**src/rtl/key_pio_pkg.sv**
```systemverilog
// Shared constants for the debounced key/switch PIO: register addresses and
// the widest channel count the 32-bit data bus can carry.
package key_pio_pkg;

    localparam int MAX_WIDTH = 32;

    localparam logic [1:0] ADDR_DATA    = 2'd0;
    localparam logic [1:0] ADDR_IRQMASK = 2'd1;
    localparam logic [1:0] ADDR_EDGECAP = 2'd2;
    localparam logic [1:0] ADDR_EDGESEL = 2'd3;

endpackage

```
**src/rtl/key_debounce.sv**
```systemverilog
// One input channel: two-flop synchroniser followed, when KEY_PIO_DEBOUNCE_EN
// is defined, by a stability counter that gates updates of the accepted level.
module key_debounce #(
    parameter int DEBOUNCE_CYCLES = 50000,
    parameter bit IDLE_LEVEL      = 1'b1
) (
    input  logic clk,
    input  logic reset,
    input  logic pin,
    output logic stable
);

    logic sync1;
    logic sync2;

    // NOTE: sequential state uses <= so every flop samples pre-edge values.
    always_ff @(posedge clk) begin
        if (reset) begin
            sync1 <= IDLE_LEVEL;
            sync2 <= IDLE_LEVEL;
        end else begin
            sync1 <= pin;
            sync2 <= sync1;
        end
    end

`ifdef KEY_PIO_DEBOUNCE_EN
    localparam int CNT_W = $clog2(DEBOUNCE_CYCLES + 1);
    localparam logic [CNT_W-1:0] CNT_LAST = CNT_W'(DEBOUNCE_CYCLES - 1);

    logic [CNT_W-1:0] cnt;
    logic             stable_q;

    // Any cycle where the synchronised level agrees with stable restarts the count.
    always_ff @(posedge clk) begin
        if (reset) begin
            cnt      <= '0;
            stable_q <= IDLE_LEVEL;
        end else if (sync2 != stable_q) begin
            if (cnt == CNT_LAST) begin
                stable_q <= sync2;
                cnt      <= '0;
            end else begin
                cnt <= cnt + 1'b1;
            end
        end else begin
            cnt <= '0;
        end
    end

    assign stable = stable_q;
`else
    assign stable = sync2;
`endif

endmodule

```
**src/rtl/key_pio_debounced.sv**
```systemverilog
// Avalon-MM input PIO with per-channel debounce, edge capture and maskable irq.
// Debounce counters are built only when KEY_PIO_DEBOUNCE_EN is defined.
module key_pio_debounced
    import key_pio_pkg::*;
#(
    parameter int WIDTH           = 4,
    parameter int DEBOUNCE_CYCLES = 50000,
    parameter bit IDLE_LEVEL      = 1'b1
) (
    input  logic             clk,
    input  logic             reset,
    input  logic [WIDTH-1:0] pins_in,
    input  logic [1:0]       avs_address,
    input  logic             avs_read,
    input  logic             avs_write,
    input  logic [31:0]      avs_writedata,
    output logic [31:0]      avs_readdata,
    output logic             irq
);

    logic [WIDTH-1:0]     stable;
    logic [WIDTH-1:0]     stable_d;
    logic [WIDTH-1:0]     irq_mask;
    logic [WIDTH-1:0]     edge_cap;
    logic [WIDTH-1:0]     edge_sel;
    logic [WIDTH-1:0]     edge_hit;
    logic [WIDTH-1:0]     cap_clr;
    logic [WIDTH-1:0]     wdata;
    logic [MAX_WIDTH-1:0] rd_next;
    wire                  unused_wdata = &{1'b0, avs_writedata};

    assign wdata = avs_writedata[WIDTH-1:0];

    for (genvar i = 0; i < WIDTH; i++) begin : g_chan
        key_debounce #(
            .DEBOUNCE_CYCLES(DEBOUNCE_CYCLES),
            .IDLE_LEVEL     (IDLE_LEVEL)
        ) u_debounce (
            .clk   (clk),
            .reset (reset),
            .pin   (pins_in[i]),
            .stable(stable[i])
        );
    end

    // NOTE: every always_comb output gets a default first so no latch is inferred.
    always_comb begin
        edge_hit = (edge_sel & stable & ~stable_d) | (~edge_sel & ~stable & stable_d);
        cap_clr  = '0;
        if (avs_write && avs_address == ADDR_EDGECAP) cap_clr = wdata;

        rd_next = '0;
        case (avs_address)
            ADDR_DATA:    rd_next[WIDTH-1:0] = stable;
            ADDR_IRQMASK: rd_next[WIDTH-1:0] = irq_mask;
            ADDR_EDGECAP: rd_next[WIDTH-1:0] = edge_cap;
            default:      rd_next[WIDTH-1:0] = edge_sel;
        endcase
    end

    // Set is OR-ed in after the clear so a coinciding edge survives the W1C.
    always_ff @(posedge clk) begin
        if (reset) begin
            stable_d     <= {WIDTH{IDLE_LEVEL}};
            irq_mask     <= '0;
            edge_cap     <= '0;
            edge_sel     <= '0;
            avs_readdata <= '0;
        end else begin
            stable_d <= stable;
            edge_cap <= (edge_cap & ~cap_clr) | edge_hit;
            if (avs_write && avs_address == ADDR_IRQMASK) irq_mask <= wdata;
            if (avs_write && avs_address == ADDR_EDGESEL) edge_sel <= wdata;
            if (avs_read) avs_readdata <= rd_next;
        end
    end

    assign irq = |(edge_cap & irq_mask);

endmodule

```
**config.mk**
```make
export PLATFORM = sky130hd
export DESIGN_NAME = key_pio_debounced
export DESIGN_NICKNAME = d
export VERILOG_FILES = /design/src/rtl/key_pio_pkg.sv /design/src/rtl/key_debounce.sv /design/src/rtl/key_pio_debounced.sv
export SDC_FILE = /design/constraint.sdc
export NUM_CORES = 1
export LEC_CHECK = 0
export ABC_AREA = 1
export BUFFER_PORTS_ARGS = -buffer_cell sky130_fd_sc_hd__buf_4
export CORE_MARGIN = 3
export CORE_UTILIZATION = 43
export CTS_BUF_LIST = sky130_fd_sc_hd__clkbuf_16
export DETAILED_ROUTE_END_ITERATION = 10
export GPL_TIMING_DRIVEN = 0
export PLACE_DENSITY = 0.78
export SYNTH_ARGS = -nofsm -noshare
export SYNTH_HDL_FRONTEND = slang
export SYNTH_SLANG_ARGS = --single-unit
```
**constraint.sdc**
```tcl
create_clock -name clk -period 0.98 [get_ports clk]
set_input_delay 0.147 -clock clk [delete_from_list [all_inputs] [get_ports clk]]
set_output_delay 0.147 -clock clk [all_outputs]
set_load 0.01 [all_outputs]
```
==> results.md, run 1 <==
* Footprint of the multi-input gates at between 500 and 600 sq um
* Die Ht at just over 60 microns
* Hold path startpoint: pins_in[1]
* Period utilization at 1.07
* Clock Skews at 6.19 ps
* TritonCTS clock tree: yes
* Hold-fix buffers at CTS at 0
* Vias at roughly 1,100
* Core ar. at 2850 sq um
* H-tree level count at 1
* CP top delay family: flip-flops
* Final setup violation count at 1
* Largest net degree at the start of global routing at 17
* Fmax at 0.957 GHz
* Critical path origin: edge_cap[3]$_SDFF_PP0_
* I/O pins at 75
* Failing checks: setup timing
* Post-Route WL at between 2000 and 2500 microns
* Top cell type's share of synthesized area at 0.419
* Worst R2R Start: g_chan[1].u_debounce.stable$_SDFF_PP1_
* Diodes inserted at 0
* Nets at 266
* DRC violations left at 0
* Top cells by area, synth: dfxtp_1 (42%), buf_4 (16%), a21oi_1 (7.5%)
* Iter 0 DRT Violations at 40
* Detailed-route vias per instance at roughly 4.4
* Syn Inst Count at 174
* Hold Slack at between 60 and 70 ps
* Worst EP arrival at roughly 900 ps
* Clk pin slew, worst setup/hold paths at 70 ps
* Cell taking the most area after synthesis: dfxtp_1
* CTS max path bufs at 2
* Post-CTS setup buffer count at 0
* Yosys warning count at 0
* Placed cells at 250
* PortBufs at 18
* Fin. max-slew vios at 0
* Maximum vdd drop at 1.07 mV
* CP max FO at 3
* Final hold vios at 0
* #FFs+latches synth at 28
* Layout fillers at 265
* Row cnt at 19
* Area grow syn2layout at 29.0%
* Max-cap violations at 0
* RSZ-0062 raised after global routing: true
* Final std cells w/o fill at 254
* CP max-delay cell: dfxtp_2
* Power Density at between 1500 and 2000 nW/um^2
* Overall routing resource usage at 0.147
* CTS Buf Count at 3
* Synth cell types at 18
* Share of cells above drive strength 1 at 0.309
* Die area at approximately 3800 sq um
* Setup CP Type: flip-flop to output pin
* CP endpoint kind: output pin
* Clock root buffer: clkbuf_16
* Final Cell Area at between 1500 and 2000 sq um
* Leak Pwr at approximately 0.00086 uW
* Dpl hpwl at around 2000 microns
* Worst path bufs/invs at 1
* Hold Path End: g_chan[1].u_debounce.sync1$_SDFF_PP1_
* Clk sink count at 28
* Initial core utilization at 0.469
* Gr ovfl total at 0
* Min cycle time layout at around 1000 ps
* Post-Synthesis Cell Area at 1340 sq um
* Number of global-route vias before repair at around 960
* Placement Cell Area at between 1500 and 2000 sq um
* Width of the die at between 60 and 70 microns
* Worst setup margin at -64.7 ps
* First drt pass iteration count at 4
* Worst reg2reg path depth at 4
* Routability cong. at between 0.8 and 0.9
* CP cell instances: nand2_1 > nand4_1 > buf_4
* Hold crit path type: input pin to flip-flop
* Pre-CTS setup slack at -69.4 ps
* First-pass GRT wire length at ~4100 microns
* Flop-to-flop setup slack at 120 ps
* Outcome: finished, violations left
* Clock Latency Late Sink at approximately 260 ps
* ANT nets after route at 0
* Syn Area/Cell at slightly below 8 sq um
* Initial antenna violation count at 0
* R2R Path End: edge_cap[1]$_SDFF_PP0_
* Register area at approximately 570 sq um
* Crit-path max cell delay at approximately 330 ps
* Startpoint types: flip-flop
* Register area share after synthesis at 0.419
* CP required at between 800 and 900 ps
* Worst Hold Depth at 2
* Routed length per placed instance at between 9 and 10 microns
==> synthesized netlist by cell type (all sizes together) <==
master / count
nand3b: 1
conb: 1
a21oi: 20
o21ai: 20
dfxtp: 28
clkinv: 1
or2: 8
nand2: 26
nand4: 1
inv: 23
nand3: 13
nor2: 1
buf: 31
==> repair_timing <==
action | 4_1_cts | 5_1_grt
setup endpoints to repair | 1 | 1
pin swaps | 1 | 0
gates resized for setup | 4 | 1
cloned | 0 | 0
==> worst register-to-register path: stages, from the launching register on <==
cell and delay, ps:
dfxtp_1 370, nand2_1 60, o21ai_0 170, inv_1 60, a21oi_1 130
==> registers in the layout (all words and copies together) (netlist names) <==
name	flops
avs_readdata	4
edge_cap	4
edge_sel	4
g_chan.u_debounce.stable	4
g_chan.u_debounce.sync1	4
irq_mask	4
stable_d	4
==> metrics by stage <==
stage / TNS (ps) / total power, uW / utilization
3_5_place_dp: -213 / 1630 / 0.565
6_report: -64.7 / 2790 / 0.605
5_1_grt: -113 / 2920 / 0.605
2_1_floorplan: 0 / 1520 / -
4_1_cts: -86.9 / 2820 / 0.604
3_3_place_gp: -75.1 / 1620 / 0.565
==> area by class of cell <==
type                    count  area share
plain buffers              31       0.134
clock buffers               3      0.0435
clock inverters             1      0.0174
inverters                  24      0.0529
multi-input cells         118       0.323
flip-flops and latches     28       0.328
well taps                  31      0.0225
repair buffers             18      0.0783
==> logic make-up (layout without fill, tap and decap cells) <==
family / after synthesis / after routing / synth area share
other: 1 / 28 / 0.00280
AO/OA/AOI/OAI: 40 / 40 / 0.150
flip-flops: 28 / 28 / 0.419
AND/OR/NAND/NOR: 50 / 50 / 0.187
buffers and inverters: 55 / 77 / 0.241
==> layout by cell type (no fill, tap or decap), types with 3 or more instances in the layout <==
master,netlist,final
buf_4,28,46
conb_1,1,28
nand2_1,25,24
dfxtp_1,28,24
inv_1,23,23
a21oi_1,20,20
o21ai_0,19,19
nand3_1,12,12
or2_2,8,8
dfxtp_2,0,4
clkbuf_16,0,3
==> worst max path at each step <==
stage,endpoint,cells after the start
3_5_place_dp,edge_cap[2]$_SDFF_PP0_,5
4_1_cts,irq,3
6_report,irq,3
5_1_grt,irq,3
2_1_floorplan,edge_cap[1]$_SDFF_PP0_,4
3_3_place_gp,edge_cap[2]$_SDFF_PP0_,5
==> metal layers <==
metal | wire (microns) | up-vias | global-route usage
li1 | - | 601 | -
met1 | 1030 | 483 | 0.170
met2 | 1280 | 29 | 0.259
met3 | 137 | 5 | 0.0331
met4 | 48 | 0 | 0.0636
met5 | 0 | - | 0
==> power breakdown <==
group	switching (uW)	total, uW	internal [uW]
clock network	372	1190	813
logic	195	380	185
registers	31.3	1230	1200
No activity file was read; power rests on OpenSTA's default activity.
==> run 2, diff against run 1 <==
--- a/config.mk
+++ b/config.mk
@@ -7,12 +7,13 @@
 export LEC_CHECK = 0
 export ABC_AREA = 1
 export BUFFER_PORTS_ARGS = -buffer_cell sky130_fd_sc_hd__buf_4
+export CAP_MARGIN = 20
 export CORE_MARGIN = 3
 export CORE_UTILIZATION = 43
 export CTS_BUF_LIST = sky130_fd_sc_hd__clkbuf_16
 export DETAILED_ROUTE_END_ITERATION = 10
 export GPL_TIMING_DRIVEN = 0
-export PLACE_DENSITY = 0.78
+export PLACE_DENSITY = 0.86
 export SYNTH_ARGS = -nofsm -noshare
 export SYNTH_HDL_FRONTEND = slang
 export SYNTH_SLANG_ARGS = --single-unit
==> run 2 against run 1 <==
Compared with the run above: the run still ends with setup timing left; utilization grew 0.48 points; flip-flop and latch count is the same; worst hold slack is essentially flat; cell count grew 0.39%; cell area grew 0.80%; sequential share of layout area is essentially flat; combinational power grew 2%; largest power group unchanged; highest routed layer unchanged.
==> results.md, run 2 (synthesis gave the netlist of run 1 again) <==
* Outcome: finished, violations left
* Failing checks: setup timing
* Largest net degree at the start of global routing at 17
* First-pass GRT wire length at a little over 4000 microns
* Die Ht at 61.8 microns
* Min cycle time layout at around 1100 ps
* Met2 WL at about 1400 microns
* Hold crit path type: input pin to flip-flop
* Initial core utilization at 0.469
* Iter 0 DRT Violations at 28
* Worst setup margin at -100 ps
* I/O pins at 75
* Hold-fix buffers at CTS at 0
* H-tree level count at 1
* Width of the die at slightly above 60 microns
* M1 WL at 1080 microns
* Worst Hold Depth at 2
* Share of cells above drive strength 1 at 0.330
* CP max FO at 3
* Hold Slack at 64.5 ps
* Number of global-route vias before repair at 966
* Startpoint types: flip-flop
* Detailed-route vias per instance at approximately 4.4
* Crit-path max cell delay at 330 ps
* Highest metal used: met4
* Core ar. at between 2000 and 3000 sq um
* Power Density at approximately 1600 nW/um^2
* Row cnt at 19
* Setup CP Type: flip-flop to output pin
* RSZ-0062 raised after global routing: true
* Placement Cell Area at around 1600 sq um
* Final hold vios at 0
* Post-Route WL at around 2700 microns
* Most frequent cells in the layout: buf_4 (47), conb_1 (28), nand2_1 (23), inv_1 (23), dfxtp_1 (21)
* Register area at around 570 sq um
* Footprint of the multi-input gates at approximately 560 sq um
* Final setup violation count at 1
* Clk pin slew, worst setup/hold paths at ~70 ps
* Routed length per placed instance at 10.5 microns
* Routability cong. at ~0.83
* CP cell instances: nand2_1 > nand4_1 > buf_4
* CP endpoint kind: output pin
* Fin. max-slew vios at 0
* Met3 wire len at 204 microns
* ANT nets after route at 0
* Dpl hpwl at slightly below 2000 microns
* Leak Pwr at 0.000868 uW
* PortBufs at 18
* Gr ovfl total at 0
* Clock root buffer: clkbuf_16
* CTS Buf Count at 3
* DRC violations left at 0
* Worst EP arrival at just over 900 ps
* Worst reg2reg path depth at 4
* First drt pass iteration count at 4
* Initial antenna violation count at 0
* Clock Latency Late Sink at roughly 260 ps
* Period utilization at 1.10
* Die area at around 3800 sq um
* Final Cell Area at approximately 1700 sq um
* Max-cap violations at 0
* Overall routing resource usage at 0.143
* CTS max path bufs at 2
* Diodes inserted at 0
* Layout fillers at roughly 260
* TritonCTS clock tree: yes
* CP required at approximately 830 ps
* CP top delay family: flip-flops
* Flop-to-flop setup slack at between 100 and 150 ps
* Nets at 267
* Worst path bufs/invs at 1
* Vias at 1,128
* Clk sink count at 28
* Critical path depth at 3
* Most common cell after layout, fill and taps aside: buf_4
* Maximum vdd drop at between 1 and 1.5 mV
* Clock Skews at about 1.8 ps
* Fmax at slightly above 0.9 GHz
* CP max-delay cell: dfxtp_2
* Area grow syn2layout at 30.0%
## run 2: changes by cell type in the layout (fill, tap and decap cells not counted), sizes merged
cell,delta
buf,+1
## run 2: final cells by class
class	instances	share of cell area
tap	31	0.0223
timing repair buffer	19	0.0820
inverter	24	0.0525
sequential	28	0.327
buffer	31	0.133
multi-input combinational	118	0.322
clock buffer	3	0.0432
clock inverter	1	0.0173
## run 2: report_power, final
| group | internal (uW) | switching, uW | leakage (uW) | total [uW] |
|---|---|---|---|---|
| Clock | 814 | 391 | 0.0000511 | 1210 |
| Combinational | 188 | 199 | 0.000585 | 388 |
| Sequential | 1200 | 33.1 | 0.000232 | 1230 |
## run 2: through the flow
step           utilization  total power (uW)  std cells  TNS (ps)  setup WS, ps
2_1_floorplan            -              1520        201         0           201
3_3_place_gp         0.565              1620        250     -65.6         -26.6
3_5_place_dp         0.565              1630        250      -110         -47.7
4_1_cts              0.603              2820        254     -90.9         -90.9
5_1_grt              0.610              2930        255      -123          -123
6_report             0.610              2820        255      -100          -100
## run 2: worst paths after layout
check / start / to
hold / removal: pins_in[0] / g_chan[0].u_debounce.sync1$_SDFF_PP1_
hold reg to reg: g_chan[2].u_debounce.sync1$_SDFF_PP1_ / g_chan[2].u_debounce.stable$_SDFF_PP1_
setup reg to reg: edge_cap[3]$_SDFF_PP0_ / avs_readdata[3]$_SDFFE_PP0P_
setup / recovery: edge_cap[0]$_SDFF_PP0_ / irq
## run 2: worst register-to-register path: cells and delay by family, from the launching register on
family / cells / cell delay (ps)
AND/OR/NAND/NOR: 2 / 180
flip-flops: 1 / 330
AO/OA/AOI/OAI: 2 / 230
## run 2: what timing repair did
item                       in CTS  in global routing
hold endpoints to repair        0                  0
pin swaps                       0                  1
setup endpoints to repair       1                  2
resized for setup               2                  7
setup buffers                   0                  1
## run 2: metal layers
metal | track usage | up-vias
met5 | 0 | -
met4 | 0.0273 | 0
met3 | 0.0434 | 2
met2 | 0.247 | 40
met1 | 0.178 | 487
li1 | - | 599
==> run 3, diff against run 2 <==
==> constraint.sdc (replaced) <==
create_clock -name clk -period 1.17 [get_ports clk]
set_input_delay 0.1755 -clock clk [delete_from_list [all_inputs] [get_ports clk]]
set_output_delay 0.1755 -clock clk [all_outputs]
set_load 0.01 [all_outputs]
==> run 3 against run 2 <==
Compared with the run above: the run now ends clean; cell count shrank 0.39%; sequential power shrank 16%; combinational power shrank 17%; routed wire length shrank 4.0%; non-clock buffer count shrank 1; worst setup slack gained 180 ps; die area is the same; sequential share of layout area shrank 0.10 points; global-route usage is the same; count of clock-buffer cells in the layout is the same; clock skew shrank 0.56 ps.
==> results.md, run 3 (synthesis gave the netlist of run 1 again) <==
* Most common cell after layout, fill and taps aside: buf_4
* Fin. max-slew vios at 0
* Clk sink count at 28
* Post-Route WL at 2570 microns
* Routability cong. at 0.828
* Post-CTS setup buffer count at 0
* Setup CP Type: flip-flop to output pin
* Largest net degree at the start of global routing at 17
* Post-cts resize count at 0
* Hold-fix buffers at CTS at 0
* Overall routing resource usage at 0.143
* Clock Skews at about 1.3 ps
* Number of global-route vias before repair at just under 1,000
* Worst reg2reg path depth at 5
* Width of the die at 61.8 microns
* Leak Pwr at between 0.0008 and 0.0009 uW
* Period utilization at 0.934
* Hold crit path type: input pin to flip-flop
* CTS max path bufs at 2
* First drt pass iteration count at 6
* CP top delay family: flip-flops
* Worst path bufs/invs at 1
* Final hold vios at 0
* R2R Path End: edge_cap[1]$_SDFF_PP0_
* Most frequent cells in the layout: buf_4 (46), conb_1 (28), dfxtp_1 (28), nand2_1 (25), inv_1 (23)
* CTS Buf Count at 3
* Gr ovfl total at 0
* Vias at 1,131
* ANT nets after route at 0
* Final Util at 0.602
* DRC violations left at 0
* Worst R2R Start: g_chan[1].u_debounce.stable$_SDFF_PP1_
* Post-route setup TNS at 0 ps
* Initial antenna violation count at 0
* CP required at between 900 and 1000 ps
* Placed cells at 250
* Gate power share at 0.136
* Detailed-route vias per instance at roughly 4.5
* CP endpoint kind: output pin
* Diodes inserted at 0
* CP max FO at 3
* Clk pwr share at 0.428
* Crit path to: irq
* Clock Latency Late Sink at between 200 and 300 ps
* Worst EP arrival at between 900 and 1000 ps
* Die area at approximately 3800 sq um
* Crit-path max cell delay at about 370 ps
* CP max-delay cell: dfxtp_1
* CP cell instances: nand2_1 > nand4_1 > buf_4
* Maximum vdd drop at 1.22 mV
* Critical path origin: irq_mask[2]$_SDFFE_PP0P_
* Clock root buffer: clkbuf_16
* Part of the power in registers at 0.436
* Sw Ratio at 0.219
* Clk pin slew, worst setup/hold paths at approximately 70 ps
* Layout fillers at around 270
* Core ar. at roughly 2900 sq um
* Routed length per placed instance at 10.1 microns
* Nets at between 200 and 300
* Critical path depth at 3
* Area grow syn2layout at 28.4%
* Share of cells above drive strength 1 at 0.287
* Fmax at 0.915 GHz
* Min cycle time layout at around 1100 ps
* RSZ-0062 raised after global routing: false
* Final setup violation count at 0
* Row cnt at 19
* TritonCTS clock tree: yes
* Flop-to-flop setup slack at around 320 ps
* Max-cap violations at 0
* Initial core utilization at 0.469
* Internal Pwr Total at about 1800 uW
* Final std cells w/o fill at about 250
* Startpoint types: flip-flop
* Outcome: completed
* Switch Pwr at a little over 500 uW
* First-pass GRT wire length at roughly 4100 microns
* Power Density at between 1000 and 1500 nW/um^2
* Iter 0 DRT Violations at 33
* Die Ht at approximately 62 microns
* H-tree level count at 1
* PortBufs at 18
* Dpl hpwl at a little under 2000 microns
* I/O pins at 75
==> run 3: changes by cell type in the layout (fill, tap and decap cells not counted) <==
cell     delta
dfxtp_1     +7
nand2_2     -2
nand2_1     +2
dfxtp_2     -7
buf_4       -1
==> run 3: layout make-up <==
class                      count  area, sq um  area share
clock buffer                   3         75.1      0.0437
inverter                      24         91.3      0.0532
timing repair buffer          18          135      0.0787
sequential                    28          561       0.326
tap                           31         38.8      0.0226
multi-input combinational    118          556       0.323
clock inverter                 1         30.0      0.0175
buffer                        31          231       0.135
==> run 3: worst min path at each step <==
stage / startpoint / to / slack [ps] / depth (start not counted)
floorplan: pins_in[0] / g_chan[0].u_debounce.sync1$_SDFF_PP1_ / 280 / 1
global placement: pins_in[2] / g_chan[2].u_debounce.sync1$_SDFF_PP1_ / 360 / 2
detailed placement: pins_in[0] / g_chan[0].u_debounce.sync1$_SDFF_PP1_ / 370 / 2
CTS: pins_in[3] / g_chan[3].u_debounce.sync1$_SDFF_PP1_ / 90 / 2
global route: pins_in[1] / g_chan[1].u_debounce.sync1$_SDFF_PP1_ / 100 / 2
finish: pins_in[0] / g_chan[0].u_debounce.sync1$_SDFF_PP1_ / 90 / 2
==> run 3: metrics by stage <==
step / setup WS [ps] / cell area [sq um] / total power, uW / hold slack (ps)
after floorplan: 363 / 1440 / 1270 / 279
after global placement: 135 / 1610 / 1360 / 359
after detailed placement: 114 / 1610 / 1360 / 366
after CTS: 62.2 / 1720 / 2360 / 93.4
after global routing: 31.1 / 1720 / 2440 / 103
final: 77.1 / 1720 / 2350 / 92.5
==> run 3: metal layers <==
layer	track usage	routed length [microns]	up-vias	part of all wire
li1	-	-	596	-
met1	0.178	1060	480	0.41
met2	0.247	1280	51	0.50
met3	0.0434	218	4	0.085
met4	0.0273	17	0	0.0066
met5	0	0	-	0
==> run 3: worst reg2reg max path, delay by kind of cell, from the launching register on <==
family	cells	cell delay (ps)
buf+inv	2	150
flops	1	330
simple gates	1	80
compound gates	2	230
==> run 3: power groups by stage <==
stage / clock network [uW] / registers [uW] / logic, uW
after floorplan: 0 / 1050 / 225
after global placement: 0 / 1050 / 309
after detailed placement: 0 / 1050 / 316
after CTS: 1020 / 1030 / 318
after global routing: 1040 / 1030 / 365
final: 1010 / 1030 / 321
